===== config.mk =====
export PLATFORM = sky130hd
export DESIGN_NAME = ccip_receiver
export DESIGN_NICKNAME = d
export VERILOG_FILES = /design/src/rtl/nic_defs.sv /design/src/rtl/ccip_rx_flow_table.sv /design/src/rtl/ccip_receiver.sv
export SDC_FILE = /design/constraint.sdc
export NUM_CORES = 1
export LEC_CHECK = 0
export CORE_AREA = 2 2 326 328
export DETAILED_ROUTE_END_ITERATION = 16
export DIE_AREA = 0 0 328 330
export PLACE_DENSITY = 0.35
export SLEW_MARGIN = 10
export SYNTH_ARGS = -nofsm -noshare
export SYNTH_HDL_FRONTEND = slang
export SYNTH_HIERARCHICAL = 1
export SYNTH_SLANG_ARGS = --single-unit

===== constraint.sdc =====
create_clock -name clk -period 3.19 [get_ports clk]
set_input_delay 0.638 -clock clk [delete_from_list [all_inputs] [get_ports clk]]
set_output_delay 0.638 -clock clk [all_outputs]
set_load 0.02 [all_outputs]

===== src/rtl/nic_defs.sv =====
// Shared NIC definitions: CCI-P c0 channel types, the RPC record, and the
// RX ring conventions agreed with the host driver.
package nic_defs;

    localparam int CCIP_CLADDR_W = 42;
    localparam int CCIP_MDATA_W  = 16;
    localparam int CCIP_CLDATA_W = 512;

    typedef logic [CCIP_CLADDR_W-1:0] t_ccip_clAddr;
    typedef logic [CCIP_MDATA_W-1:0]  t_ccip_mdata;
    typedef logic [CCIP_CLDATA_W-1:0] t_ccip_clData;

    typedef enum logic [1:0] {eVC_VA = 2'h0, eVC_VL0 = 2'h1, eVC_VH0 = 2'h2, eVC_VH1 = 2'h3} t_ccip_vc;
    typedef enum logic [1:0] {eCL_LEN_1 = 2'h0, eCL_LEN_2 = 2'h1, eCL_LEN_4 = 2'h3} t_ccip_clLen;
    typedef enum logic [3:0] {eREQ_RDLINE_I = 4'h0, eREQ_RDLINE_S = 4'h1} t_ccip_c0_req;
    typedef enum logic [3:0] {eRSP_RDLINE = 4'h0, eRSP_UMSG = 4'h4} t_ccip_c0_rsp;

    typedef struct packed {
        t_ccip_vc      vc_sel;
        logic [1:0]    rsvd1;
        t_ccip_clLen   cl_len;
        t_ccip_c0_req  req_type;
        logic [5:0]    rsvd0;
        t_ccip_clAddr  address;
        t_ccip_mdata   mdata;
    } t_ccip_c0_ReqMemHdr;

    typedef struct packed {
        t_ccip_c0_ReqMemHdr hdr;
        logic               valid;
    } t_if_ccip_c0_Tx;

    typedef struct packed {
        t_ccip_vc      vc_used;
        logic          rsvd1;
        logic          hit_miss;
        logic [1:0]    rsvd0;
        logic [1:0]    cl_num;
        t_ccip_c0_rsp  resp_type;
        t_ccip_mdata   mdata;
    } t_ccip_c0_RspMemHdr;

    typedef struct packed {
        t_ccip_c0_RspMemHdr hdr;
        t_ccip_clData       data;
        logic               rspValid;
        logic               mmioRdValid;
        logic               mmioWrValid;
    } t_if_ccip_c0_Rx;

    typedef struct packed {
        logic [15:0] rpc_id;
        logic [15:0] func_id;
        logic [31:0] arg0;
        logic [31:0] arg1;
        logic [31:0] arg2;
    } RpcIf;

    // Phase flag position inside each RX cache line; the host driver writes it.
    localparam int RX_FLAG_BIT = 511;
    // Flow id occupies mdata starting at this bit; all other mdata bits are zero.
    localparam int MDATA_FLOW_LSB = 0;

    typedef enum logic {RxIdle = 1'b0, RxIssue = 1'b1} RxState;

endpackage


===== src/rtl/ccip_rx_flow_table.sv =====
// Per-flow RX ring state: next slot to poll, expected phase flag and
// whether a poll read is currently outstanding.
module ccip_rx_flow_table #(
    parameter int LMAX_NUM_OF_FLOWS = 1,
    parameter int LRX_RING_SIZE     = 2
) (
    input  logic                         clk,
    input  logic                         reset_n,
    input  logic [LMAX_NUM_OF_FLOWS-1:0] issue_flow,
    output logic                         issue_pending,
    output logic [LRX_RING_SIZE-1:0]     issue_slot,
    input  logic [LMAX_NUM_OF_FLOWS-1:0] rsp_flow,
    output logic                         rsp_pending,
    output logic                         rsp_phase,
    input  logic                         set_pending,
    input  logic                         clr_pending,
    input  logic                         advance
);

    localparam int NUM_FLOWS = 1 << LMAX_NUM_OF_FLOWS;

    logic [LRX_RING_SIZE-1:0] slot [NUM_FLOWS];
    logic [NUM_FLOWS-1:0]     phase;
    logic [NUM_FLOWS-1:0]     pending;

    assign issue_pending = pending[issue_flow];
    assign issue_slot    = slot[issue_flow];
    assign rsp_pending   = pending[rsp_flow];
    assign rsp_phase     = phase[rsp_flow];

    // Set wins over clear so a fresh issue is never lost to a same-cycle response.
    always_ff @(posedge clk or negedge reset_n) begin
        if (!reset_n) begin
            for (int i = 0; i < NUM_FLOWS; i++) slot[i] <= '0;
            phase   <= '1;
            pending <= '0;
        end else begin
            if (clr_pending) pending[rsp_flow] <= 1'b0;
            if (set_pending) pending[issue_flow] <= 1'b1;
            if (advance) begin
                slot[rsp_flow] <= slot[rsp_flow] + 1'b1;
                if (slot[rsp_flow] == '1) phase[rsp_flow] <= ~phase[rsp_flow];
            end
        end
    end

endmodule


===== src/rtl/ccip_receiver.sv =====
// RX path of the CPU-NIC interface: round-robin polls per-flow host rings
// with c0 reads and delivers lines whose phase flag marks them as new.
module ccip_receiver
    import nic_defs::*;
#(
    parameter int NIC_ID            = 0,
    parameter int LMAX_NUM_OF_FLOWS = 1,
    parameter int LRX_RING_SIZE     = 2
) (
    input  logic                         clk,
    input  logic                         reset_n,
    input  logic [LMAX_NUM_OF_FLOWS-1:0] number_of_flows,
    input  t_ccip_clAddr                 rx_base_addr,
    input  logic                         start,
    input  logic                         sRx_c0TxAlmFull,
    output t_if_ccip_c0_Tx               sTx_c0,
    input  t_if_ccip_c0_Rx               sRx_c0,
    output RpcIf                         rpc_out,
    output logic                         rpc_out_valid,
    output logic [LMAX_NUM_OF_FLOWS-1:0] rpc_flow_id_out,
    output logic [31:0]                  rx_rpc_cnt,
    output logic                         error
);

    localparam int FLOW_W = LMAX_NUM_OF_FLOWS;

    RxState                   state;
    logic [FLOW_W-1:0]        rr_ptr;
    logic [FLOW_W-1:0]        rr_next;
    logic [FLOW_W-1:0]        rsp_flow;
    logic [LRX_RING_SIZE-1:0] issue_slot;
    logic                     issue_pending;
    logic                     rsp_pending;
    logic                     rsp_phase;
    logic                     rsp_hit;
    logic                     rsp_new;
    t_ccip_c0_ReqMemHdr       issue_hdr;
    logic                     unused_bits;

    assign unused_bits = ^{sRx_c0, NIC_ID};

    assign rsp_hit  = sRx_c0.rspValid && (sRx_c0.hdr.resp_type == eRSP_RDLINE);
    assign rsp_flow = sRx_c0.hdr.mdata[MDATA_FLOW_LSB +: FLOW_W];
    assign rsp_new  = rsp_hit && rsp_pending && (sRx_c0.data[RX_FLAG_BIT] == rsp_phase);
    assign rr_next  = (rr_ptr >= number_of_flows) ? '0 : rr_ptr + 1'b1;

    ccip_rx_flow_table #(
        .LMAX_NUM_OF_FLOWS(LMAX_NUM_OF_FLOWS),
        .LRX_RING_SIZE    (LRX_RING_SIZE)
    ) flow_table (
        .clk          (clk),
        .reset_n      (reset_n),
        .issue_flow   (rr_ptr),
        .issue_pending(issue_pending),
        .issue_slot   (issue_slot),
        .rsp_flow     (rsp_flow),
        .rsp_pending  (rsp_pending),
        .rsp_phase    (rsp_phase),
        .set_pending  (state == RxIssue),
        .clr_pending  (rsp_hit && rsp_pending),
        .advance      (rsp_new)
    );

    // {flow, slot} is exactly (flow << LRX_RING_SIZE) + slot.
    always_comb begin
        issue_hdr          = '0;
        issue_hdr.vc_sel   = eVC_VH0;
        issue_hdr.cl_len   = eCL_LEN_1;
        issue_hdr.req_type = eREQ_RDLINE_I;
        issue_hdr.address  = rx_base_addr + t_ccip_clAddr'({rr_ptr, issue_slot});
        issue_hdr.mdata[MDATA_FLOW_LSB +: FLOW_W] = rr_ptr;
    end

    // rr_ptr holds still on RxIdle->RxIssue, so in RxIssue it names the issued flow.
    always_ff @(posedge clk or negedge reset_n) begin
        if (!reset_n) begin
            state  <= RxIdle;
            rr_ptr <= '0;
            sTx_c0 <= '0;
        end else begin
            sTx_c0.valid <= 1'b0;
            case (state)
                RxIdle: begin
                    if (start && !sRx_c0TxAlmFull && !issue_pending) state <= RxIssue;
                    else rr_ptr <= rr_next;
                end
                RxIssue: begin
                    sTx_c0.valid <= 1'b1;
                    sTx_c0.hdr   <= issue_hdr;
                    rr_ptr       <= rr_next;
                    state        <= RxIdle;
                end
                default: state <= RxIdle;
            endcase
        end
    end

    always_ff @(posedge clk or negedge reset_n) begin
        if (!reset_n) begin
            rpc_out         <= '0;
            rpc_out_valid   <= 1'b0;
            rpc_flow_id_out <= '0;
            rx_rpc_cnt      <= '0;
            error           <= 1'b0;
        end else begin
            rpc_out_valid <= rsp_new;
            if (rsp_new) begin
                rpc_out         <= RpcIf'(sRx_c0.data[$bits(RpcIf)-1:0]);
                rpc_flow_id_out <= rsp_flow;
                rx_rpc_cnt      <= rx_rpc_cnt + 32'd1;
            end
            if (rsp_hit && !rsp_pending) error <= 1'b1;
        end
    end

endmodule


==> metrics, run 1 <==
DP HPWL approximately 32,000 um; Cell variety after synth 53; Setup-failing EPs final 0; DP Worst Slack -15.3 ps; period utilization 0.824; drt drc 0; Clock Latency Late Sink 570 ps; fin crit period 2630 ps; Max Freq between 300 and 400 MHz; post-synthesis register bit count 218; FF-to-FF Start rr_ptr$_DFFE_PN0N_; largest net degree at the start of global routing 84; post-CTS sizing 0; Reg clk slew, reported paths 50 ps; HP Class input pin to async pin; total number of vias 8,515; CTS tree done; layout cells sized above 1 0.0840; Worst-Margin Slew 768 ps; drt pass-1 iters 4; WL final roughly 42,000 um; ys flop type dfrtp_1; detailed-route vias per instance 2.98; Avg Cell Area, Syn 9.36 um^2; total power 10.9 mW; largest fanout on the critical path 13; buffer count from post-CTS setup fixing 0; Syn Std Cell Area 0.00959 mm^2; commonest non-fill, non-tap cell in the layout nand2_1; Starting Density 0.0916; Finished Core Util 0.158; Max Root-Sink Buffers 3; final hold viol count 0; Routed WL per cell 14.7 um; yosys warns 6; Final Worst Setup Slack 562 ps; slew margin rel. 0.488; vias in the first global route between 8,000 and 9,000; CTS sink cnt 218; CTS buffer count 34; fin nets 2,041; number of flops mapped to enable cells by yosys 0; Antenna Nets Post-Route 0; fillers 11,700; Max VDD drop 0.419 mV; first-pass GRT wire length 60,500 um; RePlAce Congestion 0.771; arrival time at the worst endpoint 3020 ps; unrepaired setup endpoints after global routing no; synthesis-to-layout area growth 72.1%; GRT Overall Usage 0.0760; reg-to-reg endpoint sTx_c0[49]$_DFFE_PN0P_; skew final approximately 23 ps; initial antenna violation count 10; Buffers on Ports just under 400; cells on worst reg2reg path 10; Hold WS 117 ps; I/O pin cnt 828; CP endpoint kind register; worst reg2reg setup slack 560 ps; Power Dens Cells 659 mW/mm^2; status finished, final reports clean; hold buffers post-CTS 0; Setup crit start kind register; max-slew violation count 0; Die Wd approximately 330 um; row count 119; CTS root buf clkbuf_16; Setup TNS 0 ps; initial DRC count about 340; Setup CP Type register to register; Worst Path Required 3580 ps; Die ar. 0.108 mm^2; maxcap violations 0; Die Ht 330 um; post-synthesis sequential area ratio 0.569; Leak 6.96 nW; commonest cells after routing, fill and taps aside 420 x nand2_1, 388 x clkdlybuf4s50_1, 215 x dfrtp_1; global route total overflow 0; CTS H-tree lvls 2; Synth Instances 1,025; ys async rst share 1.00; core area about 0.10 mm^2
how the worst max path moves through the flow:
stage,from,end,cells past startpoint
floorplan,sRx_c0[515],flow_table/slot[3]$_DFFE_PN0P_,9
detailed placement,sRx_c0[515],rx_rpc_cnt[30]$_DFFE_PN0P_,10
global route,rr_ptr$_DFFE_PN0N_,sTx_c0[49]$_DFFE_PN0P_,10
global placement,sRx_c0[515],rx_rpc_cnt[30]$_DFFE_PN0P_,10
CTS,rr_ptr$_DFFE_PN0N_,sTx_c0[49]$_DFFE_PN0P_,10
finish,rr_ptr$_DFFE_PN0N_,sTx_c0[49]$_DFFE_PN0P_,10
metal layers:
metal	up-vias	share of wire	wire, um	track usage
li1	4084	-	-	-
met1	4019	0.40	16800	0.0877
met2	350	0.44	18400	0.116
met3	56	0.13	5450	0.0432
met4	6	0.028	1180	0.0285
met5	-	0.0010	42	0
final cells by class:
class	count	area, um^2	area share
well taps	1391	1740	0.105
clock buffers	44	950	0.0575
inverters	11	46.3	0.00280
diodes	2	5.00	0.000303
flip-flops and latches	218	5460	0.331
multi-input cells	748	3760	0.228
clock inverters	11	203	0.0123
repair buffers	432	4350	0.263
critical path: stages, from the launching register on:
cell	delay (ps)
dfrtp_1	460
mux2_2	260
ha_1	180
inv_1	60
fa_1	410
nor2b_1	220
nor2_1	70
buf_4	200
nor4_1	330
xnor2_1	190
a21oi_1	100
Yosys cell counts, drive strengths merged (8+ instances only):
cell type | number | share of area
mux2 | 11 | 0.014
inv | 11 | 0.0043
nor4 | 19 | 0.012
nand4 | 13 | 0.0085
nand3 | 27 | 0.015
dfrtp | 216 | 0.56
nand2 | 421 | 0.17
nor3 | 8 | 0.0047
nor2 | 48 | 0.019
a21oi | 37 | 0.019
and3 | 8 | 0.0052
clkbuf | 35 | 0.015
xor2 | 8 | 0.0073
xnor2 | 66 | 0.060
buf | 42 | 0.032
sequential cells by signal (all words and copies together), names as in the netlist:
| register | count |
|---|---|
| sTx_c0 | 45 |
| state | 1 |
| rpc_out_valid | 1 |
| flow_table/pending | 2 |
| rpc_flow_id_out | 1 |
| flow_table/slot | 4 |
| rr_ptr | 1 |
| rx_rpc_cnt | 32 |
| rpc_out | 128 |
| error | 1 |
| flow_table/phase | 2 |
logic make-up (layout without fill, tap and decap cells):
group,count (synthesis),count (layout),share of synthesized area
mux,11,11,0.0137
simple gates,577,577,0.262
fa+ha+maj,6,6,0.00861
buf+inv,88,498,0.0506
compound gates,50,50,0.0283
flops,218,218,0.569
xor+xnor,74,74,0.0676
other cells,1,32,0.000391
where the power goes:
| group | internal [mW] | leakage [nW] | total (mW) | switching (mW) |
|---|---|---|---|---|
| logic | 1.48 | 3.59 | 3.19 | 1.71 |
| registers | 3.37 | 2.80 | 3.74 | 0.370 |
| clock network | 2.49 | 0.566 | 3.95 | 1.46 |
| total | 7.35 | 6.96 | 10.9 | 3.54 |
through the flow:
| stage | cell area, um^2 | instances |
|---|---|---|
| 6_report | 16500 | 2857 |
| 5_1_grt | 16500 | 2855 |
| 3_3_place_gp | 15300 | 2800 |
| 4_1_cts | 16500 | 2855 |
| 3_5_place_dp | 15300 | 2800 |
| 2_1_floorplan | 9700 | 1054 |
Power figures use the tool's default switching activity.
==> inputs of run 2 (changes only) <==
Settings changed: CORE_AREA 2 2 326 328 to 2 2 322 324, DIE_AREA 0 0 328 330 to 0 0 324 326, PLACE_DENSITY 0.35 to 0.37.
Clock period 3.19 ns to 2.2 ns, I/O delays scaled along.
==> run 2 against run 1 <==
Against the previous run: highest routed layer unchanged; worst setup slack worse by 670 ps; design area up 6.0%; cell count up 2.4%; the run now ends with setup timing left; utilization up 1.3 points; critical endpoint is now sTx_c0[34]$_DFFE_PN0P_; clock power up 49%; critical path type unchanged; power up 48%.
==> metrics, run 2 (synthesis gave the netlist of run 1 again) <==
Clock Latency Late Sink 570 ps (about the same); fillers 11,500 (-2.2%); CP bufs+invs 3 (+1); row count 118 (-0.84%); skew final 17.1 ps (-6.15 ps); final hold viol count 0 (unchanged); arrival time at the worst endpoint 2740 ps (-280 ps); DP HPWL 32,600 um (+0.51%); Power Dens Cells 923 mW/mm^2 (+40%); Max Root-Sink Buffers 3 (unchanged); biggest regs rpc_out (128), sTx_c0 (45), rx_rpc_cnt (32); Die Wd 324 um (-1.2%); Worst-Margin Slew 605 ps (-164 ps); largest net degree at the start of global routing 61 (-27%); period utilization 1.05 (+0.226); vias in the first global route 9,302 (+4.0%); Leak 7.63 nW (+9.7%); CTS H-tree lvls 2 (unchanged); Setup CP Type register to register; unrepaired setup endpoints after global routing yes; max incr delay on CP 430 ps (-30 ps); initial DRC count 245 (-27%); I/O pin cnt 828 (unchanged); total power 16.1 mW (+48%); crit-path cells buf_6 -> mux2_4 -> ha_1 -> a21o_1 -> a21oi_2 -> buf_12 -> buf_6 -> nor4b_4 -> xnor2_2 -> a21oi_1; commonest cells after routing, fill and taps aside 420 x nand2_1, 381 x clkdlybuf4s50_1, 214 x dfrtp_1; max-slew violation count 0 (unchanged); CP endpoint kind register; detailed-route vias per instance 3.00 (+0.65%); synthesis-to-layout area growth 82.4%; commonest non-fill, non-tap cell in the layout nand2_1; Final Worst Setup Slack -110 ps (-673 ps); worst reg2reg setup slack -110 ps (-670 ps); largest fanout on the critical path 20 (+7); failing checks setup timing; Die ar. 0.106 mm^2 (-2.4%); maxcap violations 0 (unchanged); Global Route met3 Usage 0.0441 (+0.000963); placed cell count 2,852 (+1.9%); GR Util met2 0.125 (+0.00869); Worst Path Required 2630 ps (-950 ps); Routed WL per cell 14.6 um (-0.63%); max reg flops 128 (unchanged); total number of vias 8,774 (+3.0%); fin nets 2,112 (+3.5%); CTS tree done; HP Class input pin to register; slew margin rel. 0.597 (+0.109); fin crit period 2310 ps (-317 ps); Top reg by flops rpc_out; GRT Max-Usage Layer met2; Setup TNS -727 ps (-727 ps); first-pass GRT wire length 61,800 um (+2.1%); CTS sink cnt 218 (unchanged); Setup-failing EPs final 17 (+17); Max Freq 433 MHz (+14%); initial antenna violation count 15 (+5); global route total overflow 0 (unchanged); CTS buffer count 35 (+2.9%); CP max-delay cell dfrtp_2; drt pass-1 iters 4 (unchanged); Finished Core Util 0.170 (+0.0128); CTS root buf clkbuf_16; GRT Overall Usage 0.0797 (+0.00364); Hold WS 403 ps (+286 ps); crit-path leading delay family flip-flops; core area 0.103 mm^2 (-2.0%); most used cell, CP buf_6; Starting Density 0.0935 (+0.00184); met1 GRT Util 0.0903 (+0.00262); Setup crit start kind register; Reg clk slew, reported paths 50 ps (about the same); Max VDD drop 0.473 mV (+13%); drt drc 0 (unchanged); RePlAce Congestion 0.746 (-3.2%); status finished, violations left; Die Ht 326 um (-1.2%); Buffers on Ports 389 (unchanged); layout cells sized above 1 0.149 (+0.0651); Final Non-Filler Cells 2,925 (+2.4%); WL final 42,700 um (+1.7%); Antenna Nets Post-Route 0 (unchanged)
run 2: cell count changes in the layout (fill, tap and decap cells not counted), moves of 4 or more:
cell / delta
nor4b_2: -4
nor4b_4: +4
nor4_2: +5
clkdlybuf4s50_1: -7
buf_4: +55
nor4_4: +6
nor4_1: -11
clkinvlp_4: +5
buf_6: +8
dlygate4sd2_1: +5
buf_12: +6
run 2: where the power goes:
part	leakage (nW)	internal [mW]	switching, mW
sequential	2.80	4.88	0.541
clock	0.578	3.65	2.23
combinational	4.26	2.29	2.54
total	7.63	10.8	5.31
run 2: through the flow:
stage / worst slack, ps / instance area, um^2
after CTS: -126 / 17300
after detailed placement: -638 / 15900
final: -110 / 17500
after global routing: -199 / 17500
after global placement: -636 / 15900
after floorplan: -4.31 / 9780
run 2: per-layer routing:
metal | vias to the layer above | part of all wire
li1 | 4237 | -
met1 | 4123 | 0.40
met2 | 335 | 0.45
met3 | 67 | 0.13
met4 | 12 | 0.025
met5 | - | 0.0016
run 2: layout make-up:
type                    count  area, um^2  area share
inverters                  11        46.3     0.00265
repair buffers            502        4980       0.285
well taps                1380        1730      0.0987
diodes                      3        7.51    0.000429
flip-flops and latches    218        5460       0.312
clock inverters            17         220      0.0126
clock buffers              46         988      0.0565
multi-input cells         748        4070       0.232
run 2: repair_timing:
item | CTS | global route
buffers inserted | 2 | 4
pin swaps | 9 | 29
hold endpoints to repair | 34 | 0
setup endpoints to repair | 27 | 51
hold buffers | 1 | 0
cloned | 1 | 0
gates resized for setup | 32 | 24
run 2: path summary, 6_finish.rpt:
check	depth (start not counted)	endpoint	from
max	10	sTx_c0[34]$_DFFE_PN0P_	rr_ptr$_DFFE_PN0N_
min	3	rpc_out[3]$_DFFE_PN0P_	sRx_c0[6]
max reg2reg	10	sTx_c0[34]$_DFFE_PN0P_	rr_ptr$_DFFE_PN0N_
min reg2reg	2	rpc_out[59]$_DFFE_PN0P_	rpc_out[59]$_DFFE_PN0P_
max in group asynchronous	3	sTx_c0[21]$_DFFE_PN0P_	reset_n
min in group asynchronous	2	rpc_out[116]$_DFFE_PN0P_	reset_n
run 2: tightest hold or removal path: stages:
cell and delay (ps):
clkdlybuf4s50_1 390, nand2_1 50, nand2_1 40
==> inputs of run 3 (changes only) <==
Settings changed: PLACE_DENSITY 0.37 to unset.
==> run 3 against run 2 <==
Against the previous run: the run still ends with setup timing left; design area hardly changed; register-to-register slack hardly changed; wire length is 6.2% lower; largest cell class unchanged; fmax is 0.16% higher; global-route usage is 0.71 points lower; combinational power is 1% higher; critical endpoint is now sTx_c0[37]$_DFFE_PN0P_.
==> metrics, run 3 (synthesis gave the netlist of run 1 again) <==
status finished, violations left; failing checks setup timing; synthesis-to-layout area growth 82.5% (about the same); Leak 7.82 nW (+2.5%); max reg flops 128 (unchanged); drt drc 0 (unchanged); GRT Overall Usage 0.0725 (-0.00712); DP HPWL 30,800 um (-5.4%); fin crit period 2310 ps (-3.77 ps); Reg clk slew, reported paths 60 ps (about the same); Setup CP Type register to register; Buffers on Ports 389 (unchanged); WL final 40,000 um (-6.2%); final hold viol count 0 (unchanged); max-slew violation count 0 (unchanged); CTS root buf clkbuf_16; Die Wd 324 um (unchanged); Antenna Nets Post-Route 0 (unchanged); Max VDD drop 0.584 mV (+23%); CTS sink cnt 218 (unchanged); biggest regs rpc_out (128), sTx_c0 (45), rx_rpc_cnt (32); drt pass-1 iters 4 (unchanged); first-pass GRT wire length 57,300 um (-7.3%); largest net degree at the start of global routing 64 (+4.9%); arrival time at the worst endpoint 2760 ps (+20 ps); CTS tree done; Starting Density 0.0935 (unchanged); detailed-route vias per instance 2.99 (-0.35%); Worst Path Required 2650 ps (+20 ps); Worst-Margin Slew 549 ps (-55.6 ps); Max Freq 434 MHz (+0.16%); Routed WL per cell 13.6 um (-6.6%); fin nets 2,123 (+0.52%); total number of vias 8,773 (-0.011%); FF-to-FF Start rr_ptr$_DFFE_PN0N_; commonest non-fill, non-tap cell in the layout nand2_1; unrepaired setup endpoints after global routing yes; sequential power share 0.348 (+0.012); Die Ht 326 um (unchanged); Min-Delay Endpoint rpc_out[60]$_DFFE_PN0P_; I/O pin cnt 828 (unchanged); Sw Share 0.333 (+0.00407); reg-to-reg endpoint sTx_c0[37]$_DFFE_PN0P_; largest fanout on the critical path 5 (-75%); Power Dens Cells 889 mW/mm^2 (-3.7%); commonest cells after routing, fill and taps aside 420 x nand2_1, 345 x clkdlybuf4s50_1, 214 x dfrtp_1; Clock Latency Late Sink 620 ps (+50 ps); layout cells sized above 1 0.160 (+0.0107); CP endpoint kind register; cells on worst reg2reg path 11 (+1); Finished Core Util 0.171 (about the same); Die ar. 0.106 mm^2 (unchanged); vias in the first global route 9,023 (-3.0%); Setup-failing EPs final 21 (+4); clock network power share 0.339 (-0.026); cell-internal power 10.4 mW (-4.2%); CTS buffer count 31 (-11%); worst hold start sRx_c0[63]; worst reg2reg setup slack -110 ps (about the same); initial DRC count 255 (+4.1%); Final Worst Setup Slack -107 ps (+3.77 ps); Max Root-Sink Buffers 3 (unchanged); global route total overflow 0 (unchanged); Setup crit start kind register; skew final 44.1 ps (+27.0 ps); row count 118 (unchanged); Combinational Power Share 0.314 (+0.015); slew margin rel. 0.634 (+0.0371); core area 0.103 mm^2 (unchanged); HP Class input pin to register; Top reg by flops rpc_out; RePlAce Congestion 0.804 (+7.8%); Hold Crit Depth 3 (unchanged); initial antenna violation count 11 (-4); maxcap violations 0 (unchanged); final instance area 0.0175 mm^2 (about the same); CTS H-tree lvls 1 (-1); placed cell areas 0.0159 mm^2 (about the same); period utilization 1.05 (-0.00171); Sw Pwr 5.18 mW (-2.4%)
==> run 3: cell count changes in the layout (fill, tap and decap cells not counted), sizes merged <==
| cell | delta |
|---|---|
| buf | +14 |
| diode | +1 |
| clkinvlp | -2 |
| clkbuf | -4 |
| clkdlybuf4s50 | -36 |
| clkinv | -2 |
| dlygate4sd2 | +36 |
| inv | +3 |
==> run 3: area by class of cell <==
type | instances | area, um^2
Clock buffer | 41 | 843
Tap cell | 1380 | 1730
Fill cell | 11400 | 85100
Multi-Input combinational cell | 748 | 4160
Clock inverter | 16 | 215
Timing Repair Buffer | 517 | 5040
Antenna cell | 4 | 10.0
Inverter | 11 | 46.3
Sequential cell | 218 | 5460
==> run 3: worst max path at each step <==
stage	startpoint	endpoint	slack (ps)
after floorplan	sRx_c0[515]	flow_table/slot[3]$_DFFE_PN0P_	-4
after global placement	sRx_c0[515]	rx_rpc_cnt[7]$_DFFE_PN0P_	-520
after detailed placement	sRx_c0[515]	rx_rpc_cnt[7]$_DFFE_PN0P_	-510
after CTS	rr_ptr$_DFFE_PN0N_	sTx_c0[39]$_DFFE_PN0P_	-120
after global routing	rr_ptr$_DFFE_PN0N_	sTx_c0[58]$_DFFE_PN0P_	-220
final	rr_ptr$_DFFE_PN0N_	sTx_c0[37]$_DFFE_PN0P_	-110
==> run 3: through the flow <==
step | power [mW] | instances | worst slack [ps] | setup TNS (ps) | hold WS (ps)
2_1_floorplan | 7.40 | 1054 | -4.31 | -4.31 | 144
3_3_place_gp | 10.3 | 2858 | -515 | -71270 | 404
3_5_place_dp | 10.3 | 2858 | -515 | -75800 | 405
4_1_cts | 15.8 | 2923 | -120 | -884 | 278
5_1_grt | 16.4 | 2931 | -218 | -4550 | 312
6_report | 15.6 | 2935 | -107 | -1190 | 354
==> run 3: what timing repair did <==
action | CTS | global route
resized for setup | 83 | 29
hold endpoints to repair | 38 | 0
buffers inserted | 5 | 8
setup endpoints to repair | 68 | 38
hold buffers | 1 | 0
pin swaps | 20 | 39
gates cloned | 2 | 1
==> run 3: per-layer routing <==
layer	wire length [um]	up-vias	GRT usage
met5	41	-	0
met4	1290	6	0.0223
met3	5760	69	0.0470
met2	18100	374	0.119
met1	14800	4068	0.0752
li1	-	4256	-
==> run 3: worst max-delay path, cell delays in order (launching register included) <==
cell     delay [ps]
dfrtp_2         430
buf_6           130
mux2_4          210
inv_2            40
fa_2            380
nor2b_4         170
nor2_4           80
buf_12          140
buf_4           150
nor4b_4         220
xnor2_1         150
a21oi_1          80
==> run 3: power groups by stage <==
| stage | registers, mW | clock network, mW | logic, mW |
|---|---|---|---|
| floorplan | 6.45 | 0 | 0.949 |
| global placement | 5.43 | 0 | 4.83 |
| detailed placement | 5.46 | 0 | 4.83 |
| CTS | 5.42 | 5.54 | 4.88 |
| global route | 5.52 | 5.64 | 5.28 |
| finish | 5.41 | 5.27 | 4.88 |
